File: src/rtl/fir_dma_pkg.sv
`default_nettype none
// ============================================================================
// Module      : fir_dma_pkg
// Description : Shared constants for the FIR DMA engine: register word
//               offsets, CTRL bit positions, FSM state encoding and a pointer
//               advance helper.
// Revision    : 1.0 - initial release
// ============================================================================
package fir_dma_pkg;

    // Register word offsets (address bits [3:2])
    localparam logic [1:0] c_REG_CTRL = 2'd0;
    localparam logic [1:0] c_REG_SRC  = 2'd1;
    localparam logic [1:0] c_REG_DST  = 2'd2;
    localparam logic [1:0] c_REG_LEN  = 2'd3;

    // CTRL bit positions
    localparam int c_CTRL_START = 0;
    localparam int c_CTRL_DONE  = 1;
    localparam int c_CTRL_BUSY  = 2;

    // FSM state encoding
    typedef logic [2:0] state_t;
    localparam state_t c_ST_IDLE    = 3'd0;
    localparam state_t c_ST_RD_REQ  = 3'd1;
    localparam state_t c_ST_SS_PUSH = 3'd2;
    localparam state_t c_ST_SM_WAIT = 3'd3;
    localparam state_t c_ST_WR_REQ  = 3'd4;
    localparam state_t c_ST_FINISH  = 3'd5;

    // Word pointers advance by one 32-bit word and wrap modulo 2^32.
    function automatic logic [31:0] ptr_next(input logic [31:0] i_ptr);
        return i_ptr + 32'd4;
    endfunction

endpackage
`default_nettype wire

File: src/rtl/fir_dma_regs.sv
`default_nettype none
// ============================================================================
// Module      : fir_dma_regs
// Description : Wishbone configuration slave for the FIR DMA engine. Holds
//               SRC_ADDR, DST_ADDR and LENGTH, returns CTRL status and
//               produces a one-cycle START pulse.
// Ports       : clk, rst          - clock, synchronous active-high reset
//               i_wbs_*           - slave request (cyc, stb, we, word index, data)
//               o_wbs_ack/o_wbs_dat - registered 1-cycle ack and read data
//               i_busy, i_done    - status bits for CTRL readback
//               o_start           - START pulse (only while not busy)
//               o_src/o_dst/o_len - programmed block parameters
// Revision    : 1.0 - initial release
// ============================================================================
module fir_dma_regs
    import fir_dma_pkg::*;
#(
    parameter int DATA_W = 32,
    parameter int LEN_W  = 16
) (
    input  logic              clk,
    input  logic              rst,
    input  logic              i_wbs_cyc,
    input  logic              i_wbs_stb,
    input  logic              i_wbs_we,
    input  logic [1:0]        i_wbs_idx,
    input  logic [DATA_W-1:0] i_wbs_dat,
    output logic              o_wbs_ack,
    output logic [DATA_W-1:0] o_wbs_dat,
    input  logic              i_busy,
    input  logic              i_done,
    output logic              o_start,
    output logic [31:0]       o_src,
    output logic [31:0]       o_dst,
    output logic [LEN_W-1:0]  o_len
);

    logic              r_ack;
    logic [DATA_W-1:0] r_dat;
    logic              r_start;
    logic [31:0]       r_src;
    logic [31:0]       r_dst;
    logic [LEN_W-1:0]  r_len;

    logic              w_req;
    logic [DATA_W-1:0] w_rdata;

    // A request is serviced once; the ack cycle itself masks the still-held
    // cyc/stb so the same request is never acknowledged twice.
    assign w_req = i_wbs_cyc & i_wbs_stb & ~r_ack;

    always_comb begin
        w_rdata = '0;
        case (i_wbs_idx)
            c_REG_CTRL: begin
                w_rdata[c_CTRL_DONE] = i_done;
                w_rdata[c_CTRL_BUSY] = i_busy;
            end
            c_REG_SRC: w_rdata = DATA_W'(r_src);
            c_REG_DST: w_rdata = DATA_W'(r_dst);
            c_REG_LEN: w_rdata = DATA_W'(r_len);
            default:   w_rdata = '0;
        endcase
    end

    always_ff @(posedge clk) begin
        if (rst) begin
            r_ack   <= 1'b0;
            r_dat   <= '0;
            r_start <= 1'b0;
            r_src   <= '0;
            r_dst   <= '0;
            r_len   <= '0;
        end else begin
            r_ack   <= w_req;
            r_dat   <= (w_req && !i_wbs_we) ? w_rdata : '0;
            r_start <= w_req & i_wbs_we & (i_wbs_idx == c_REG_CTRL)
                       & i_wbs_dat[c_CTRL_START] & ~i_busy;
            // Block parameters are frozen while a transfer is running.
            if (w_req && i_wbs_we && !i_busy) begin
                case (i_wbs_idx)
                    c_REG_SRC: r_src <= 32'(i_wbs_dat);
                    c_REG_DST: r_dst <= 32'(i_wbs_dat);
                    c_REG_LEN: r_len <= LEN_W'(i_wbs_dat);
                    default: ;
                endcase
            end
        end
    end

    assign o_wbs_ack = r_ack;
    assign o_wbs_dat = r_dat;
    assign o_start   = r_start;
    assign o_src     = r_src;
    assign o_dst     = r_dst;
    assign o_len     = r_len;

endmodule
`default_nettype wire

File: src/rtl/fir_dma_ctrl.sv
`default_nettype none
// ============================================================================
// Module      : fir_dma_ctrl
// Description : Single-channel DMA engine. Reads one sample from RAM, pushes
//               it to the FIR (ss_*), waits for the FIR result (sm_*), writes
//               it back to RAM, and repeats for LENGTH samples.
// Ports       : wb_clk_i, wb_rst_i - clock, synchronous active-high reset
//               wbs_*   - Wishbone config slave (CTRL/SRC/DST/LEN)
//               wbm_*   - Wishbone RAM master, single outstanding access
//               ss_*    - AXI-Stream sample output to FIR
//               sm_*    - AXI-Stream result input from FIR
//               done_irq - one-cycle pulse at block completion
// Revision    : 1.0 - initial release
// ============================================================================
module fir_dma_ctrl #(
    parameter int DATA_W = 32,
    parameter int LEN_W  = 16
) (
    input  logic              wb_clk_i,
    input  logic              wb_rst_i,
    input  logic              wbs_cyc_i,
    input  logic              wbs_stb_i,
    input  logic              wbs_we_i,
    input  logic [3:0]        wbs_sel_i,
    input  logic [31:0]       wbs_adr_i,
    input  logic [DATA_W-1:0] wbs_dat_i,
    output logic              wbs_ack_o,
    output logic [DATA_W-1:0] wbs_dat_o,
    output logic              wbm_cyc_o,
    output logic              wbm_stb_o,
    output logic              wbm_we_o,
    output logic [3:0]        wbm_sel_o,
    output logic [31:0]       wbm_adr_o,
    output logic [DATA_W-1:0] wbm_dat_o,
    input  logic              wbm_ack_i,
    input  logic [DATA_W-1:0] wbm_dat_i,
    output logic              ss_tvalid,
    output logic [DATA_W-1:0] ss_tdata,
    output logic              ss_tlast,
    input  logic              ss_tready,
    input  logic              sm_tvalid,
    input  logic [DATA_W-1:0] sm_tdata,
    input  logic              sm_tlast,
    output logic              sm_tready,
    output logic              done_irq
);

    import fir_dma_pkg::*;

    state_t            r_state;
    state_t            w_state_nxt;
    logic [31:0]       r_rd_ptr;
    logic [31:0]       r_wr_ptr;
    logic [LEN_W-1:0]  r_cnt;
    logic [DATA_W-1:0] r_sample;
    logic [DATA_W-1:0] r_result;
    logic              r_busy;
    logic              r_done;

    logic              w_start;
    logic [31:0]       w_src;
    logic [31:0]       w_dst;
    logic [LEN_W-1:0]  w_len;
    logic              w_last;

    // Byte selects, the undecoded address bits and the FIR last flag carry
    // no information for this engine.
    logic w_unused_bits;
    assign w_unused_bits = ^{wbs_sel_i, wbs_adr_i[31:4], wbs_adr_i[1:0], sm_tlast};

    fir_dma_regs #(
        .DATA_W (DATA_W),
        .LEN_W  (LEN_W)
    ) u_regs (
        .clk       (wb_clk_i),
        .rst       (wb_rst_i),
        .i_wbs_cyc (wbs_cyc_i),
        .i_wbs_stb (wbs_stb_i),
        .i_wbs_we  (wbs_we_i),
        .i_wbs_idx (wbs_adr_i[3:2]),
        .i_wbs_dat (wbs_dat_i),
        .o_wbs_ack (wbs_ack_o),
        .o_wbs_dat (wbs_dat_o),
        .i_busy    (r_busy),
        .i_done    (r_done),
        .o_start   (w_start),
        .o_src     (w_src),
        .o_dst     (w_dst),
        .o_len     (w_len)
    );

    assign w_last = (r_cnt == LEN_W'(1));

    always_ff @(posedge wb_clk_i) begin
        if (wb_rst_i) begin
            r_state <= c_ST_IDLE;
        end else begin
            r_state <= w_state_nxt;
        end
    end

    // Next state and bus/stream outputs. Outputs are decoded from the state
    // register so that reset drops them on the very next cycle.
    always_comb begin
        w_state_nxt = r_state;
        wbm_cyc_o   = 1'b0;
        wbm_stb_o   = 1'b0;
        wbm_we_o    = 1'b0;
        wbm_adr_o   = '0;
        ss_tvalid   = 1'b0;
        ss_tlast    = 1'b0;
        sm_tready   = 1'b0;
        done_irq    = 1'b0;
        case (r_state)
            c_ST_IDLE: begin
                if (w_start) begin
                    w_state_nxt = (w_len != '0) ? c_ST_RD_REQ : c_ST_FINISH;
                end
            end
            c_ST_RD_REQ: begin
                wbm_cyc_o = 1'b1;
                wbm_stb_o = 1'b1;
                wbm_adr_o = r_rd_ptr;
                if (wbm_ack_i) begin
                    w_state_nxt = c_ST_SS_PUSH;
                end
            end
            c_ST_SS_PUSH: begin
                ss_tvalid = 1'b1;
                ss_tlast  = w_last;
                if (ss_tready) begin
                    w_state_nxt = c_ST_SM_WAIT;
                end
            end
            c_ST_SM_WAIT: begin
                sm_tready = 1'b1;
                if (sm_tvalid) begin
                    w_state_nxt = c_ST_WR_REQ;
                end
            end
            c_ST_WR_REQ: begin
                wbm_cyc_o = 1'b1;
                wbm_stb_o = 1'b1;
                wbm_we_o  = 1'b1;
                wbm_adr_o = r_wr_ptr;
                if (wbm_ack_i) begin
                    // The count is decremented on this same edge.
                    w_state_nxt = w_last ? c_ST_FINISH : c_ST_RD_REQ;
                end
            end
            c_ST_FINISH: begin
                done_irq    = 1'b1;
                w_state_nxt = c_ST_IDLE;
            end
            default: begin
                w_state_nxt = c_ST_IDLE;
            end
        endcase
    end

    always_ff @(posedge wb_clk_i) begin
        if (wb_rst_i) begin
            r_rd_ptr <= '0;
            r_wr_ptr <= '0;
            r_cnt    <= '0;
            r_sample <= '0;
            r_result <= '0;
            r_busy   <= 1'b0;
            r_done   <= 1'b0;
        end else begin
            case (r_state)
                c_ST_IDLE: begin
                    if (w_start && (w_len != '0)) begin
                        r_rd_ptr <= w_src;
                        r_wr_ptr <= w_dst;
                        r_cnt    <= w_len;
                        r_done   <= 1'b0;
                        r_busy   <= 1'b1;
                    end
                end
                c_ST_RD_REQ: begin
                    if (wbm_ack_i) begin
                        r_sample <= wbm_dat_i;
                        r_rd_ptr <= ptr_next(r_rd_ptr);
                    end
                end
                c_ST_SM_WAIT: begin
                    if (sm_tvalid) begin
                        r_result <= sm_tdata;
                    end
                end
                c_ST_WR_REQ: begin
                    if (wbm_ack_i) begin
                        r_wr_ptr <= ptr_next(r_wr_ptr);
                        r_cnt    <= r_cnt - LEN_W'(1);
                    end
                end
                c_ST_FINISH: begin
                    r_done <= 1'b1;
                    r_busy <= 1'b0;
                end
                default: ;
            endcase
        end
    end

    assign wbm_sel_o = 4'hF;
    assign wbm_dat_o = r_result;
    assign ss_tdata  = r_sample;

endmodule
`default_nettype wire

File: config.mk
export PLATFORM = sky130hd
export DESIGN_NAME = fir_dma_ctrl
export DESIGN_NICKNAME = d
export VERILOG_FILES = /design/src/rtl/fir_dma_pkg.sv /design/src/rtl/fir_dma_regs.sv /design/src/rtl/fir_dma_ctrl.sv
export SDC_FILE = /design/constraint.sdc
export NUM_CORES = 1
export LEC_CHECK = 0
export CORE_MARGIN = 2
export CORE_UTILIZATION = 30
export CTS_BUF_LIST = sky130_fd_sc_hd__clkbuf_8
export CTS_CLUSTER_SIZE = 30
export DETAILED_ROUTE_END_ITERATION = 6
export PLACE_DENSITY = 0.59
export SYNTH_ARGS = -nofsm -noshare
export SYNTH_HDL_FRONTEND = slang
export SYNTH_HIERARCHICAL = 1
export SYNTH_SLANG_ARGS = --single-unit
File: constraint.sdc
create_clock -name wb_clk_i -period 1.95 [get_ports wb_clk_i]
set_input_delay 0.39 -clock wb_clk_i [delete_from_list [all_inputs] [get_ports wb_clk_i]]
set_output_delay 0.39 -clock wb_clk_i [all_outputs]
set_load 0.02 [all_outputs]
==> impl_metrics.csv <==
group,metric,value,unit
outcome,status,"finished with violations",
outcome,violations,"setup timing",
floorplan,die_h,210,um
power,irDropWorstVdd,0.000513,V
yosys,yosys_warnings,6,
clock_tree,clk_latency,0.64,ns
sta,fmax,413,MHz
yosys,ys_seq_area_frac,0.413,
place,dp.cells,2361,
worst_setup_path,cp_data_required_time,1.56,ns
power,power.density,827,nW/um^2
worst_setup_path,startpoint_type,"flip-flop",
drt,wire_per_inst,20.0,um
drt,drtIter0Drc,1214,
sta,post-route-worst-setup-slack,-0.469,ns
worst_setup_path,cp.arrival,2.03,ns
global_routing,grt_pass1_vias,13239,
floorplan,ios,281,
sta,grt_setup_unrepaired,"yes",
min_path,hold-path-cell-count,2,
yosys,syn_inst,1523,
sta,finalSetupViolCount,99,
clock_tree,cts.clk_slew.worst_paths,0.06,ns
global_routing,grt_usage,0.219,
min_path,hold_path_class,"in -> reg",
drt,ant_nets,0,
yosys,async_reset_ff_frac,0,
sta,hold_viol_final,0,
place,place_ws,-0.321,ns
yosys,synth-main-ff-cell,"dfxtp_1",
cells_and_area,num_antenna_cells,0,
worst_setup_path,reg2reg_depth,11,
place,hpwlAfterDp,33800,um
sta,fin_tns_setup,-20.89,ns
clock_tree,numCtsBuffers,49,
sta,fin_hold_ws,0.197,ns
drt,drcViolationCount,0,
cells_and_area,regArea,5290,um^2
global_routing,grt_pass1_wl,75600,um
power,p_leak,8.20,nW
worst_setup_path,worst_setup_path_end_kind,"primary output",
cells_and_area,nets,2090,
cells_and_area,fill_cells,3912,
sta,skew,0.0457,ns
job,max-cap-violations,0,
drt,via_per_inst,5.31,
worst_setup_path,critPathSlowestCell,"or4_4",
drt,via_count,13368,
worst_setup_path,critPathMaxFanout,2,
floorplan,start_util,0.304,
worst_setup_path,max_stage_delay,0.56,ns
worst_setup_path,crit_chain,"or4_4 > nor4_4 > buf_4 > buf_6",
yosys,ys_seq_elements,263,
place,io_buffers,241,
global_routing,grt_max_degree,81,
clock_tree,root_buffer,"clkbuf_8",
yosys,synth_area_per_cell,8.37,um^2
yosys,yosysUniqueCellTypes,83,
floorplan,dieArea,44200,um^2
cells_and_area,drive_gt1_frac,0.302,
sta,period_needed,2.42,ns
cells_and_area,syn_to_final_growth,56.8,%
cells_and_area,stdcell_count,2518,
yosys,synth-edff-count,0,
floorplan,die_w,210,um
global_routing,overflow,0,
worst_setup_path,worstSetupPathType,"reg -> out",
yosys,syn_area,12700,um^2
sta,fin_crit_sh,1.24,
floorplan,core.rowCount,75,
floorplan,core,41900,um^2
global_routing,antenna_found_initial,0,
clock_tree,cts_sinks,263,
cells_and_area,multi_input_area,7890,um^2
drt,dr.pass1.iters,5,
clock_tree,ctsLongestPathBuffers,3,
drt,wirelength,50300,um
clock_tree,tritoncts,"yes",
clock_tree,h-tree-depth,2,
place,gp_congestion,0.919,
sta,drv_slew,0,
[placed cells by master, fill, tap and decap left out, types with 9 or more instances in the layout]
master and instances:
clkdlybuf4s50_1 104, buf_16 12, buf_12 29, nand4_1 21
nor4_4 11, nand2_1 223, o21ai_2 41, o31ai_1 17
buf_6 76, clkbuf_8 56, a31oi_1 10, a22o_4 11
a21oi_1 122, o21ai_0 13, dfxtp_2 12, inv_1 38
and2_1 9, a22o_1 13, buf_4 164, xnor2_1 9
a21oi_2 27, a22oi_1 33, buf_8 11, nand2_2 12
nand2b_1 119, nor2_1 85, mux2i_1 82, o21ai_4 10
dlygate4sd2_1 97, nor3_1 16, nand3_1 23, dfxtp_1 248
mux2_2 17
[synth_stat cells, drive strengths merged (4+ instances only)]
library cell,n,area share
clkbuf,72,0.021
mux2i,82,0.064
or3,7,0.0035
nor2b,5,0.0026
nand3,30,0.014
ha,4,0.0039
and3,10,0.0049
a2111oi,6,0.0061
a211oi,6,0.0035
dfxtp,263,0.41
nor4,18,0.016
mux2,17,0.015
a311oi,5,0.0034
buf,56,0.029
nor3b,6,0.0039
o32ai,6,0.0041
o21ai,71,0.028
or4,4,0.0024
a22o,24,0.016
and4,9,0.0062
o41ai,5,0.0040
a22oi,33,0.019
o31a,5,0.0034
nand2,244,0.072
or2,4,0.0020
a21oi,155,0.061
xnor2,9,0.0062
o2bb2ai,6,0.0041
o31ai,19,0.011
nand4,24,0.014
and2,11,0.0054
a21o,7,0.0041
nand2b,120,0.059
a31oi,10,0.0049
inv,20,0.0059
nor2,97,0.029
nor3,21,0.0098
[per-layer routing]
metal	GRT usage	wire, um
met1	0.270	20500
met2	0.355	23800
met3	0.0437	3280
met4	0.127	2760
met5	0	0
[worst max-delay path: cells and delay by family (launching register included)]
| family | cells | cell delay [ns] |
|---|---|---|
| DFF | 1 | 0.31 |
| buffers and inverters | 2 | 0.30 |
| and+or+nand+nor | 2 | 0.78 |
[registers in the layout (all words and copies together), names as in the netlist]
name	cells
r_busy	1
r_cnt	16
r_done	1
r_rd_ptr	32
r_state	3
r_wr_ptr	32
ss_tdata	32
u_regs/o_dst	32
u_regs/o_len	16
u_regs/o_src	32
u_regs/o_start	1
u_regs/o_wbs_ack	1
u_regs/o_wbs_dat	32
wbm_dat_o	32
[area by class of cell]
| class | instances | share of cell area |
|---|---|---|
| flip-flops and latches | 263 | 0.265 |
| clock buffers | 56 | 0.0386 |
| inverters | 20 | 0.00463 |
| repair buffers | 496 | 0.257 |
| multi-input cells | 1115 | 0.395 |
| clock inverters | 29 | 0.00638 |
| well taps | 539 | 0.0337 |
[worst paths after layout]
path | from | to | slack, ns
worst max-delay path | r_cnt[9] | ss_tlast | -0.47
worst min-delay path | wb_rst_i | u_regs/o_wbs_ack | 0.20
worst max register to register | r_state[2] | r_wr_ptr[4] | -0.27
worst min register to register | wbm_dat_o[4] | wbm_dat_o[4] | 0.45
[cell families after synthesis]
| group | count (synthesis) | share of synthesized area |
|---|---|---|
| simple gates | 618 | 0.250 |
| buf+inv | 148 | 0.0560 |
| xor+xnor | 10 | 0.00687 |
| flops | 263 | 0.413 |
| mux | 101 | 0.0829 |
| other cells | 1 | 0.000294 |
| compound gates | 378 | 0.187 |
| fa+ha+maj | 4 | 0.00393 |
[where the power goes]
group | leakage [nW] | internal, mW | switching [mW]
Combinational | 5.52 | 2.76 | 2.97
Sequential | 2.13 | 5.58 | 0.192
Clock | 0.550 | 2.60 | 2.43
Total | 8.20 | 10.9 | 5.60
[stage by stage]
stage	total power [mW]	utilization	cell area (um^2)
after floorplan	7.87	-	12900
after global placement	9.35	0.403	16900
after detailed placement	9.39	0.403	16900
after CTS	16.1	0.458	19200
after global routing	17.2	0.477	20000
final	16.5	0.477	20000
[repair_timing]
item	CTS	global route
pin swaps	100	89
hold buffers	0	0
gates resized for setup	555	147
setup endpoints to repair	202	118
buffers inserted	40	25
gates cloned	17	1
Note: power is estimated with default switching activity, not from simulation.
